**src/rtl/seg_display_mmio.sv**
```systemverilog
// Memory-mapped multi-group 7-segment scanner with leading-zero blanking, PWM brightness and readback.
// Optional digit blinking (BLINK register on addr 3) is built when SEG_BLINK_EN is defined.
module seg_display_mmio #(
  parameter int NUM_GROUPS       = 2,
  parameter int DIGITS_PER_GROUP = 4,
  parameter int SCAN_DIV         = 200000,
  parameter int BLINK_DIV        = 64
) (
  input  logic                                   clk,
  input  logic                                   reset,
  input  logic                                   we,
  input  logic [1:0]                             addr,
  input  logic [31:0]                            din,
  output logic [31:0]                            rd,
  output logic [8*NUM_GROUPS-1:0]                seg_out,
  output logic [NUM_GROUPS*DIGITS_PER_GROUP-1:0] seg_sel,
  output logic [7:0]                             aux_seg,
  output logic                                   aux_sel
);

  localparam int TOTAL = NUM_GROUPS * DIGITS_PER_GROUP;
  localparam int CNT_W = (SCAN_DIV > 1) ? $clog2(SCAN_DIV) : 1;
  localparam int IDX_W = (DIGITS_PER_GROUP > 1) ? $clog2(DIGITS_PER_GROUP) : 1;

  if ((TOTAL > 8) || (SCAN_DIV < 2) || (BLINK_DIV < 1)) begin : gIllegalParams
    $error("seg_display_mmio: illegal parameter combination");
  end

  function automatic logic [7:0] hexSeg(input logic [3:0] nib);
    logic [7:0] pat;
    case (nib)
      4'h0: pat = 8'hC0;
      4'h1: pat = 8'hF9;
      4'h2: pat = 8'hA4;
      4'h3: pat = 8'hB0;
      4'h4: pat = 8'h99;
      4'h5: pat = 8'h92;
      4'h6: pat = 8'h82;
      4'h7: pat = 8'hF8;
      4'h8: pat = 8'h80;
      4'h9: pat = 8'h90;
      4'hA: pat = 8'h88;
      4'hB: pat = 8'h83;
      4'hC: pat = 8'hC6;
      4'hD: pat = 8'hA1;
      4'hE: pat = 8'h86;
      default: pat = 8'h8E;
    endcase
    return pat;
  endfunction

  logic [31:0]      data_q, data_d;
  logic [3:0]       sign_q, sign_d;
  logic             en_q, en_d;
  logic             lzb_q, lzb_d;
  logic [3:0]       bright_q, bright_d;
  logic [CNT_W-1:0] scanCnt_q, scanCnt_d;
  logic [IDX_W-1:0] scanIdx_q, scanIdx_d;
  logic [3:0]       pwmCnt_q, pwmCnt_d;
  logic             scanTc;
  logic             lastIdx;
  logic             lit;
  logic             dispOn;
  logic [TOTAL-1:0] blinkHide;
  logic [TOTAL-1:0] hideDigit;
  logic [7:0]       digitPat [NUM_GROUPS][DIGITS_PER_GROUP];

  // Register file updates; a write lands at the edge, so rd shows the old value that cycle.
  always_comb begin
    data_d   = data_q;
    sign_d   = sign_q;
    en_d     = en_q;
    lzb_d    = lzb_q;
    bright_d = bright_q;
    if (we) begin
      case (addr)
        2'd0: data_d = din;
        2'd1: sign_d = din[3:0];
        2'd2: begin
          en_d     = din[0];
          lzb_d    = din[1];
          bright_d = din[7:4];
        end
        default: ;
      endcase
    end
  end

  // Scan and PWM run freely and never depend on bus activity.
  assign scanTc  = (scanCnt_q == CNT_W'(SCAN_DIV - 1));
  assign lastIdx = (scanIdx_q == IDX_W'(DIGITS_PER_GROUP - 1));

  always_comb begin
    scanCnt_d = scanCnt_q + 1'b1;
    scanIdx_d = scanIdx_q;
    pwmCnt_d  = pwmCnt_q + 4'd1;
    if (scanTc) begin
      scanCnt_d = '0;
      scanIdx_d = lastIdx ? '0 : scanIdx_q + 1'b1;
    end
  end

  always_ff @(posedge clk) begin
    if (reset) begin
      data_q    <= '0;
      sign_q    <= '0;
      en_q      <= 1'b1;
      lzb_q     <= 1'b0;
      bright_q  <= 4'hF;
      scanCnt_q <= '0;
      scanIdx_q <= '0;
      pwmCnt_q  <= '0;
    end else begin
      data_q    <= data_d;
      sign_q    <= sign_d;
      en_q      <= en_d;
      lzb_q     <= lzb_d;
      bright_q  <= bright_d;
      scanCnt_q <= scanCnt_d;
      scanIdx_q <= scanIdx_d;
      pwmCnt_q  <= pwmCnt_d;
    end
  end

`ifdef SEG_BLINK_EN
  localparam int BW = (BLINK_DIV > 1) ? $clog2(BLINK_DIV) : 1;

  logic [TOTAL-1:0] blinkMask_q, blinkMask_d;
  logic [BW-1:0]    blinkCnt_q, blinkCnt_d;
  logic             blinkOff_q, blinkOff_d;
  logic             frameEnd;

  assign frameEnd = scanTc && lastIdx;

  // Phase flips after every BLINK_DIV completed frames.
  always_comb begin
    blinkMask_d = blinkMask_q;
    blinkCnt_d  = blinkCnt_q;
    blinkOff_d  = blinkOff_q;
    if (we && (addr == 2'd3)) begin
      blinkMask_d = din[TOTAL-1:0];
    end
    if (frameEnd) begin
      if (blinkCnt_q == BW'(BLINK_DIV - 1)) begin
        blinkCnt_d = '0;
        blinkOff_d = ~blinkOff_q;
      end else begin
        blinkCnt_d = blinkCnt_q + 1'b1;
      end
    end
  end

  always_ff @(posedge clk) begin
    if (reset) begin
      blinkMask_q <= '0;
      blinkCnt_q  <= '0;
      blinkOff_q  <= 1'b0;
    end else begin
      blinkMask_q <= blinkMask_d;
      blinkCnt_q  <= blinkCnt_d;
      blinkOff_q  <= blinkOff_d;
    end
  end

  assign blinkHide = blinkOff_q ? blinkMask_q : '0;

  always_comb begin
    rd = '0;
    case (addr)
      2'd0: rd = data_q;
      2'd1: rd[3:0] = sign_q;
      2'd2: rd[7:0] = {bright_q, 2'b00, lzb_q, en_q};
      default: rd[TOTAL-1:0] = blinkMask_q;
    endcase
  end
`else
  assign blinkHide = '0;

  always_comb begin
    rd = '0;
    case (addr)
      2'd0: rd = data_q;
      2'd1: rd[3:0] = sign_q;
      2'd2: rd[7:0] = {bright_q, 2'b00, lzb_q, en_q};
      default: rd[IDX_W-1:0] = scanIdx_q;
    endcase
  end
`endif

  assign lit    = (bright_q == 4'hF) || (pwmCnt_q < bright_q);
  assign dispOn = en_q && lit;

  // A digit is a leading zero when it and every higher displayed nibble are zero; digit 0 always shows.
  assign hideDigit[0] = blinkHide[0];
  for (genvar i = 1; i < TOTAL; i++) begin : gHide
    assign hideDigit[i] = blinkHide[i] || (lzb_q && (data_q[4*TOTAL-1:4*i] == '0));
  end

  for (genvar g = 0; g < NUM_GROUPS; g++) begin : gGroup
    for (genvar l = 0; l < DIGITS_PER_GROUP; l++) begin : gLocal
      assign digitPat[g][l] = hideDigit[g*DIGITS_PER_GROUP+l] ? 8'hFF
                            : hexSeg(data_q[4*(g*DIGITS_PER_GROUP+l) +: 4]);
    end
    assign seg_out[8*g +: 8] = dispOn ? digitPat[g][scanIdx_q] : 8'hFF;
    assign seg_sel[g*DIGITS_PER_GROUP +: DIGITS_PER_GROUP] =
      dispOn ? (DIGITS_PER_GROUP'(1) << scanIdx_q) : '0;
  end

  assign aux_seg = dispOn ? hexSeg(sign_q) : 8'hFF;
  assign aux_sel = dispOn;

endmodule
```
**config.mk**
```make
export PLATFORM = sky130hd
export DESIGN_NAME = seg_display_mmio
export DESIGN_NICKNAME = d
export VERILOG_FILES = /design/src/rtl/seg_display_mmio.sv
export SDC_FILE = /design/constraint.sdc
export NUM_CORES = 1
export LEC_CHECK = 0
export BUFFER_PORTS_ARGS = -buffer_cell sky130_fd_sc_hd__buf_2
export CAP_MARGIN = 20
export CORE_MARGIN = 2
export CORE_UTILIZATION = 38
export DETAILED_ROUTE_END_ITERATION = 12
export PLACE_DENSITY_LB_ADDON = 0.15
export SYNTH_ARGS = -nofsm -noshare
export SYNTH_HDL_FRONTEND = slang
export SYNTH_SLANG_ARGS = --single-unit
```
**constraint.sdc**
```tcl
create_clock -name clk -period 3.8 [get_ports clk]
set_input_delay 0.57 -clock clk [delete_from_list [all_inputs] [get_ports clk]]
set_output_delay 0.57 -clock clk [all_outputs]
set_load 0.03 [all_outputs]
```
* Word level (Yosys, flattened, before mapping)
Memories as Yosys holds them, arrays and structs flattened. A register that Yosys moved wholly into a read port is not among the register bits. Cells that the tools add are included.
Storage, ports and cells: register bits 66, bits in read-only memories 1008, word-level logic and storage cells 90, output and inout bits 65, memories kept 9
Memory list:
- (name not given) | words 16, bits a word 7, rd ports 1, clocked after Yosys merged registers in 1, wr ports 0, RTL line 31 | case (nib)
- (name not given) | words 16, bits a word 7, rd ports 1, clocked after Yosys merged registers in 1, wr ports 0, RTL line 31
- (name not given) | words 16, bits a word 7, rd ports 1, clocked after Yosys merged registers in 1, wr ports 0, RTL line 31
- (name not given) | words 16, bits a word 7, rd ports 1, clocked after Yosys merged registers in 1, wr ports 0, RTL line 31
- (name not given) | words 16, bits a word 7, rd ports 1, clocked after Yosys merged registers in 1, wr ports 0, RTL line 31
- (name not given) | words 16, bits a word 7, rd ports 1, clocked after Yosys merged registers in 1, wr ports 0, RTL line 31
- +3 memories
Cells by class: shifts and indexed selects 1, eq/ne operators 5, add/subtract/negate cells 3, reduce and logical (&&, ||, !) cells 21, magnitude comparators 2, muxes and demuxes 40, bitwise gates (word level) 1
Operator list (count):
- $mux 8 | 14
- $mux 4 | 19
- $bmux 8 s2 | 2
- $logic_not 28->1 | 1
- $logic_not 24->1 | 1
- $mux 24 | 1
- $logic_not 20->1 | 1
- $add 18x1->18 const B | 1
- $eq 18x18->1 const B | 1
- $logic_not 16->1 | 1
- $logic_not 12->1 | 1
- $logic_and 1x1->1 | 8
- $logic_not 8->1 | 1
- $pmux 4 s2 | 1
- $pmux 2 s3 | 1
- $reduce_and 2->1 | 3
- $add 4x1->4 const B | 1
- $eq 2x2->1 const B | 2
- $eq 4x4->1 const B | 1
- $logic_not 4->1 | 1
- $lt 4x4->1 | 1
- $pmux 2 s2 | 1
- $shl 1x2->4 const A | 1
- $ge 3x3->1 const B | 1
- 7 further kinds | 7

* Logic depth before layout (Yosys ltp)
Gate-level depths: netlist (run 1).
word-level depth 7, mapped depth 12, gate-level depth less buffers 8

* Worst setup path before layout (run 1)
OpenSTA, ideal clock, no wires.
kind register -> output, from reg data_q[31], to out seg_out[0], path buffers 0, data arrival time 2.524 ns, setup slack 0.706 ns, data required time 3.230 ns, cell stages (with the launch flop) 6, cell sequence dfxtp_1 -> nor4_1 -> nand4_1 -> o21ai_1 -> nor2_1 -> o311ai_0
Between the ends: longest elaborated chain between the ends 7, elaborated cells between the ends (all ways) 13
RTL lines:
- start, declared | RTL line 52 | logic [31:0] data_q, data_d;
- start signal, assigned | RTL line 114 | data_q <= data_d;
- $logic_not 28->1 (tied with other cells) | RTL line 196 | assign hideDigit[i] = blinkHide[i] || (lzb_q && (data_q[4*TOTAL-1:4*i] == '0));
- $logic_and 1x1->1 | RTL line 196
- $mux 8 | RTL line 201 | assign digitPat[g][l] = hideDigit[g*DIGITS_PER_GROUP+l] ? 8'hFF
- $bmux 8 s2 * | RTL line 204 | assign seg_out[8*g +: 8] = dispOn ? digitPat[g][scanIdx_q] : 8'hFF;
- $mux 8 (not written as such) * (2 in a row) | RTL line 204
- $mux 8 * | RTL line 204
- end, declared | RTL line 15 | output logic [8*NUM_GROUPS-1:0] seg_out,
Every way passes the cells marked *; elsewhere a longest branch is shown, timed or not. The select of a mux whose other input is x is not followed.

* Worst setup path after layout (run 1)
from reg data_q[12], to out seg_out[0]
The elaborated chain is that of the path after synthesis.

==> flow_summary.yaml, run 1 <==
status:
  status: "finished clean"
logic_synthesis:
  synth_edf_count: 0
  yosysSeqAreaShare: 0.353
  syn_area_per_cell_sq_um: 8.77
  synth_cell_types: 56
  synth_area_sq_um: 7320
  yosys_warnings: 0
  async_flop_share: 0
  synth_cells: 835
  ys_seq_elements: 129
  synthFlopType: "dfxtp_1"
clock_network:
  clock-sinks: 129
  cts-root-buf: "clkbuf_16"
  cts_hold_buffers: 0
  clkTransAtPathRegs_ns: 0.06
  cts.path.max_buffers: 2
  cts_tree: "yes"
  cts_made_buffers: 17
  post_cts_resized: 0
  htreeDepth: 4
  clkLatencyLatePin_ns: 0.42
  postCtsSetupRepairBufs: 0
timing:
  setup_viol: 0
  slew_violations: 0
  max_slew_margin: 0.303
  final_hold_viol_count: 0
  setup_slack_ns: 0.294
  fin_tns_setup_ns: 0
  rsz0062_at_grt: "false"
  min_period_ns: 3.51
  max_clock_freq_mhz: 285
  worstMarginPinSlew_ns: 1.05
  finalClockSkew_ns: 0.00960
  period_share: 0.923
setup_path:
  start_kind: "flop"
  crit_fanout: 7
  startpoint: "data_q[12]$_SDFFE_PP0N_"
  worstPathArrival_ns: 2.94
  critPathKind: "reg2out"
  reg2reg_from: "data_q[17]$_SDFFE_PP0N_"
  required_ns: 3.23
  cp-end-kind: "output pin"
power_and_ir_drop:
  clkPwrFrac: 0.488
  pwr-share-comb: 0.116
  p_sw_frac: 0.247
  p_int_mw: 2.76
  power.switching_uw: 903
  p_per_area_nw_per_um2: 421
  vdd_drop_max_mv: 0.328
  p_leak_nw: 4.00
  seqPwrFrac: 0.396
floorplan:
  chipWidth_um: 143
  initial_utilization: 0.389
  core_area_sq_um: 18800
  die_h_um: 143
  io_pins: 102
  row_count: 50
  die-area_sq_um: 20400
placed_design:
  placed_cell_area_sq_um: 8050
  portBuffers: 98
  dp_hpwl_mm: 14.2
  finalWeightedCongestion: 0.815
  pre_cts_slack_ns: 0.786
route:
  wirelength_mm: 19.2
  vias_per_cell: 5.13
  drt_iter0_drc: 348
  postRouteAntennaNets: 0
  num_vias: 6109
  dr.pass1.iters: 6
  drc: 0
  post_drt_wl_per_cell_um: 16.1
min_path:
  worstHoldStart: "din[0]"
  worstHoldPathType: "in2reg"
grt:
  overflow: 0
  antenna_found_initial: 0
  grt_usage: 0.192
  grt_max_degree: 55
  first_global_vias: 5794
  grt_pass1_wl_mm: 30.5
final_layout:
  drive_gt1_frac: 0.197
  nets: 1018
  n_antenna_cell: 0
  final-seq-area_sq_um: 2580
  multi_input_area_sq_um: 4290
  area_growth_pct: 18.7
  final_area_sq_um: 8700
  n_fill_cell: 1820
flow_run:
  cap_violations: 0
-- cells by family (layout without fill, tap and decap cells) --
family,Yosys count,after routing,share of synthesized area
adder cells (fa/ha/maj),63,63,0.108
AND/OR/NAND/NOR,280,280,0.191
buffers and inverters,108,202,0.0636
multiplexers,66,66,0.0999
flip-flops,129,129,0.353
XOR/XNOR,25,25,0.0299
other,1,3,0.000512
AO/OA/AOI/OAI,163,163,0.154
-- synthesized netlist by cell type (11+ instances only) --
| cell | number | area share |
|---|---|---|
| o22ai_1 | 29 | 0.025 |
| clkbuf_1 | 19 | 0.0097 |
| ha_1 | 63 | 0.11 |
| o221ai_1 | 21 | 0.025 |
| buf_2 | 15 | 0.010 |
| inv_1 | 46 | 0.024 |
| o21ai_0 | 15 | 0.010 |
| xnor2_1 | 14 | 0.017 |
| dfxtp_1 | 129 | 0.35 |
| nor2b_1 | 12 | 0.010 |
| a21oi_1 | 43 | 0.029 |
| mux2i_1 | 54 | 0.074 |
| nand2_1 | 79 | 0.040 |
| xor2_1 | 11 | 0.013 |
| and2_1 | 30 | 0.026 |
| nor2_1 | 57 | 0.029 |
| nand3_1 | 30 | 0.021 |
-- power by group through the flow --
stage	Combinational (mW)	Sequential (mW)	Clock [mW]
floorplan	0.303	1.46	0
global placement	0.424	1.48	0
detailed placement	0.422	1.48	0
CTS	0.425	1.45	1.83
global route	0.465	1.46	1.88
finish	0.424	1.45	1.79
-- critical path: stages, from the launching register on --
cell      delay, ns
dfxtp_1        0.32
nor4_1         0.68
nand4_1        0.17
o21ai_1        0.53
nor2_1         0.07
o311ai_0       0.44
buf_2          0.29
-- final timing paths --
| check | end | slack (ns) | cells past startpoint |
|---|---|---|---|
| setup / recovery | seg_out[0] | 0.29 | 6 |
| hold / removal | en_q$_SDFFE_PP1P_ | 0.41 | 3 |
| setup reg to reg | flop | 1.86 | 6 |
| hold reg to reg | pwmCnt_q[0]$_SDFF_PP0_ | 0.44 | 1 |
-- cells in the final DEF (no fill, tap or decap), drive strengths merged, types with 17 or more instances in the layout --
cell    synthesis  routed
ha             63      63
a21oi          43      43
nand3          30      30
nor2           57      57
clkbuf         19      23
buf            33     114
inv            53      53
dfxtp         129     129
nand2          79      79
and2           30      30
mux2i          54      54
o22ai          29      29
o21ai          17      17
o221ai         21      21
-- per-layer routing --
layer  wire, um  part of all wire  track usage  up-vias
met2       9000              0.47        0.313      127
li1           -                 -            -     3111
met5          0                 0            0        -
met4        179            0.0093       0.0521        0
met1       9140              0.48        0.257     2860
met3        857             0.045       0.0439       11
-- cell type report --
type / instances / share of cell area
clock buffer: 23 / 0.0573
timing repair buffer: 114 / 0.0731
tap: 260 / 0.0374
clock inverter: 9 / 0.0174
inverter: 56 / 0.0242
multi-input combinational: 600 / 0.494
sequential: 129 / 0.297
-- per-stage QoR --
step / util / power [mW] / cells / hold WS, ns
3_3_place_gp: 0.427 / 1.90 / 1159 / 0.431
4_1_cts: 0.462 / 3.70 / 1191 / 0.399
6_report: 0.462 / 3.66 / 1191 / 0.411
5_1_grt: 0.462 / 3.80 / 1191 / 0.420
3_5_place_dp: 0.427 / 1.90 / 1159 / 0.432
2_1_floorplan: - / 1.77 / 837 / 0.410
Note: power is estimated with default switching activity, not from simulation.
==> run 2, diff against run 1 <==
CORE_UTILIZATION = 58   (was 38)
==> run 2 against run 1 <==
  * Combinational power down 1%
  * Hold slack better by 0.0053 ns
  * Cell count down 7.2%
  * Sequential share of layout area is 0.78 points higher
  * Sequential cell count is the same
  * Critical path depth unchanged
  * Register-to-register slack got worse by 0.11 ns
  * Final area shrank 2.5%
  * Largest power group unchanged
  * Largest cell class unchanged
  * Critical path type unchanged
  * Count of clock-buffer cells in the layout is 3 lower
  * Utilization rose by 22 points
==> flow_summary.yaml, run 2 (same netlist as run 1, synthesis figures left out) <==
route:
  vias_per_cell: 5.72
  drt_iter0_drc: 483
  num_vias: 6324
  wirelength_mm: 18.5
  postRouteAntennaNets: 0
  dr.pass1.iters: 6
  post_drt_wl_per_cell_um: 16.8
  drc: 0
timing:
  fin_tns_setup_ns: 0
  slew_violations: 0
  max_slew_margin: 0.454
  min_period_ns: 3.49
  worstMarginPinSlew_ns: 0.819
  period_share: 0.918
  rsz0062_at_grt: "false"
  max_clock_freq_mhz: 287
  finalClockSkew_ns: 0.00597
  final_hold_viol_count: 0
  setup_viol: 0
setup_path:
  reg2reg_from: "data_q[17]$_SDFFE_PP0N_"
  crit_fanout: 7
  start_kind: "flop"
  required_ns: 3.23
  reg2reg_depth: 6
  cp-end-kind: "output pin"
  worstPathArrival_ns: 2.92
  critPathKind: "reg2out"
  reg2reg_slack_ns: 1.75
final_layout:
  final-seq-area_sq_um: 2580
  n_fill_cell: 1024
  layout.cells.non_filler: 1105
  final_common_cell: "dfxtp_1"
  n_antenna_cell: 0
  multi_input_area_sq_um: 4290
  drive_gt1_frac: 0.197
  mostFrequentLayoutCells: "dfxtp_1, buf_2, nand2_1"
  area_growth_pct: 15.7
  nets: 1020
power_and_ir_drop:
  p_leak_nw: 3.96
  total_power_mw: 3.38
  vdd_drop_max_mv: 0.299
  p_per_area_nw_per_um2: 399
clock_network:
  postCtsSetupRepairBufs: 0
  cts_tree: "yes"
  htreeDepth: 4
  cts_made_buffers: 17
  post_cts_resized: 0
  cts.path.max_buffers: 2
  clkTransAtPathRegs_ns: 0.06
  cts-root-buf: "clkbuf_16"
  cts_hold_buffers: 0
  clkLatencyLatePin_ns: 0.42
  clock-sinks: 129
floorplan:
  chipWidth_um: 116
  core_area_sq_um: 12500
  initial_utilization: 0.587
  die_h_um: 116
  die-area_sq_um: 13500
  row_count: 41
  io_pins: 102
grt:
  overflow: 0
  first_global_vias: 6062
  grt_max_degree: 42
  antenna_found_initial: 0
  grt_usage: 0.278
  grt_pass1_wl_mm: 29.3
status:
  status: "finished clean"
min_path:
  holdPathEnd: "en_q$_SDFFE_PP1P_"
  worstHoldStart: "din[0]"
  worstHoldPathType: "in2reg"
  min_path_cells: 3
flow_run:
  cap_violations: 0
placed_design:
  dp_cells: 1073
  portBuffers: 98
  finalWeightedCongestion: 0.926
  dp_hpwl_mm: 13.6
-- run 2: changes by cell type in the layout (fill, tap and decap cells not counted) --
cell       before  now
clkbuf_8        5    2
clkinv_2        3    9
or3b_2          1    0
or3b_1          0    1
buf_12          2    0
bufinv_16       4    1
buf_4          14   18
-- run 2: critical path, stage by stage (launching register included) --
cell      delay [ns]
dfxtp_1         0.32
nor4_1          0.48
nand4_1         0.33
o21ai_1         0.53
nor2_1          0.08
o311ai_0        0.47
buf_2           0.29
-- run 2: final cells by class --
class,count,share of cell area
multi-input cells,600,0.507
inverters,56,0.0248
clock inverters,12,0.0108
flip-flops and latches,129,0.305
clock buffers,20,0.0539
repair buffers,116,0.0738
well taps,172,0.0254
-- run 2: per-layer routing --
| layer | share of wire | global-route usage | vias to the layer above | wire, um |
|---|---|---|---|---|
| met5 | 0 | 0 | - | 0 |
| met2 | 0.48 | 0.467 | 201 | 8990 |
| met4 | 0.028 | 0.125 | 0 | 527 |
| met3 | 0.054 | 0.0597 | 46 | 998 |
| li1 | - | - | 3103 | - |
| met1 | 0.43 | 0.344 | 2974 | 8020 |
-- run 2: metrics by stage --
step / util / cell area (sq um) / hold WS [ns] / worst slack [ns]
after floorplan: - / 7330 / 0.410 / 0.706
after global placement: 0.636 / 7930 / 0.435 / 0.697
after detailed placement: 0.636 / 7930 / 0.438 / 0.466
after CTS: 0.680 / 8470 / 0.411 / 0.347
after global routing: 0.680 / 8470 / 0.426 / 0.0750
final: 0.680 / 8470 / 0.417 / 0.313
-- run 2: report_power, final --
group / switching (mW) / total [mW] / leakage, nW / internal [mW]
Clock: 0.590 / 1.51 / 0.279 / 0.921
Combinational: 0.263 / 0.418 / 2.63 / 0.156
Sequential: 0.0336 / 1.45 / 1.05 / 1.42
Total: 0.887 / 3.38 / 3.96 / 2.49
-- run 2: worst max-delay path by stage --
stage	slack, ns	startpoint	cells past startpoint	to
after floorplan	0.71	data_q[31]$_SDFFE_PP0N_	5	seg_out[0]
after global placement	0.70	addr[1]	10	flop
after detailed placement	0.47	addr[1]	10	flop
after CTS	0.35	data_q[31]$_SDFFE_PP0N_	6	seg_out[1]
after global routing	0.08	data_q[31]$_SDFFE_PP0N_	6	seg_out[3]
final	0.31	data_q[31]$_SDFFE_PP0N_	6	seg_out[1]
==> run 3, diff against run 2 <==
CORE_ASPECT_RATIO = 0.7   (was not set)
==> run 3 against run 2 <==
  * Via count increased by 2.0%
  * Hold slack worse by 0.0010 ns
  * Register-to-register slack barely moved
  * Power rose by 11%
  * Global-route usage decreased by 1.1 points
  * Die area rose by 0.11%
  * Clock power grew 25%
  * First-iteration DRC count increased by 28%
  * Critical path depth unchanged
  * Critical endpoint is now seg_out[4]
  * Highest routed layer unchanged
==> flow_summary.yaml, run 3 (same netlist as run 1, synthesis figures left out) <==
final_layout:
  n_antenna_cell: 0
  utilization: 0.693
  final-seq-area_sq_um: 2580
  drive_gt1_frac: 0.196
  final_common_cell: "dfxtp_1"
  nets: 1019
  area_growth_pct: 17.2
  n_fill_cell: 956
  mostFrequentLayoutCells: "dfxtp_1, buf_2, nand2_1"
  multi_input_area_sq_um: 4290
timing:
  final_hold_viol_count: 0
  worstMarginPinSlew_ns: 0.725
  period_share: 0.929
  min_period_ns: 3.53
  max_clock_freq_mhz: 283
  setup_viol: 0
  fin_tns_setup_ns: 0
  rsz0062_at_grt: "false"
  slew_violations: 0
  finalClockSkew_ns: 0.0119
  max_slew_margin: 0.515
  whs_ns: 0.416
setup_path:
  critPathSlowestCell: "o311ai_0"
  critPathMaxStageDelay_ns: 0.53
  required_ns: 3.23
  worstPathArrival_ns: 2.96
  worstPathCellList: "nor4_1 -> nand4_1 -> o21ai_1 -> nor2_1 -> o311ai_0 -> buf_2"
  crit_fanout: 7
  cp-end-kind: "output pin"
  reg2reg_depth: 6
  critPathKind: "reg2out"
  start_kind: "flop"
power_and_ir_drop:
  vdd_drop_max_mv: 0.360
  p_per_area_nw_per_um2: 436
  p_leak_nw: 3.99
route:
  post_drt_wl_per_cell_um: 17.1
  num_vias: 6449
  wirelength_mm: 18.7
  postRouteAntennaNets: 0
  drt_iter0_drc: 616
  drc: 0
  vias_per_cell: 5.89
  dr.pass1.iters: 5
grt:
  antenna_found_initial: 0
  first_global_vias: 5997
  grt_pass1_wl_mm: 29.5
  overflow: 0
  grt_max_degree: 41
  grt_usage: 0.267
placed_design:
  portBuffers: 98
  finalWeightedCongestion: 0.952
  dp_hpwl_mm: 13.5
floorplan:
  core_area_sq_um: 12400
  die_h_um: 98.0
  chipWidth_um: 138
  row_count: 34
  initial_utilization: 0.592
  die-area_sq_um: 13600
  io_pins: 102
clock_network:
  cts_hold_buffers: 0
  clkTransAtPathRegs_ns: 0.06
  cts_tree: "yes"
  postCtsSetupRepairBufs: 0
  clock-sinks: 129
  clkLatencyLatePin_ns: 0.42
  cts.path.max_buffers: 2
  htreeDepth: 4
  cts-root-buf: "clkbuf_16"
  cts_made_buffers: 17
  post_cts_resized: 0
min_path:
  min_path_cells: 3
  worstHoldPathType: "in2reg"
status:
  status: "finished clean"
flow_run:
  cap_violations: 0
[run 3: routing by layer]
metal  up-vias  track usage  wire, um
met2       248        0.416      8410
met5         -            0         0
met3        30       0.0559      1170
li1       3089            -         -
met4         0       0.0714       298
met1      3082        0.380      8810
[run 3: area by class of cell]
| type | instances | share of cell area |
|---|---|---|
| multi-input combinational | 600 | 0.500 |
| sequential | 129 | 0.301 |
| timing repair buffer | 115 | 0.0720 |
| clock buffer | 19 | 0.0516 |
| clock inverter | 13 | 0.0273 |
| inverter | 56 | 0.0245 |
| tap | 162 | 0.0236 |
[run 3: worst max-delay path: cells and delay by family, from the launching register on]
| family | cells | cell delay [ns] |
|---|---|---|
| AOI/OAI and AO/OA | 2 | 1.02 |
| and+or+nand+nor | 3 | 0.89 |
| buffers and inverters | 1 | 0.30 |
| DFF | 1 | 0.32 |
[run 3: worst paths after layout]
| kind | from | endpoint | slack, ns |
|---|---|---|---|
| setup / recovery | data_q[31]$_SDFFE_PP0N_ | seg_out[4] | 0.27 |
| hold / removal | din[0] | en_q$_SDFFE_PP1P_ | 0.42 |
| setup reg to reg | data_q[17]$_SDFFE_PP0N_ | flop | 1.75 |
| hold reg to reg | pwmCnt_q[0]$_SDFF_PP0_ | pwmCnt_q[0]$_SDFF_PP0_ | 0.45 |
[run 3: power breakdown]
part	total, mW	internal (mW)	switching, mW
clock network	1.88	1.25	0.628
logic	0.421	0.155	0.266
registers	1.45	1.41	0.0337
total	3.75	2.82	0.927
[run 3: per-stage QoR]
stage | power (mW) | instance area (sq um) | instances | worst slack, ns
floorplan | 1.77 | 7330 | 837 | 0.706
global placement | 1.88 | 7910 | 1062 | 0.796
detailed placement | 1.89 | 7910 | 1062 | 0.651
CTS | 3.75 | 8580 | 1094 | 0.243
global route | 3.86 | 8580 | 1094 | 0.0947
finish | 3.75 | 8580 | 1094 | 0.269
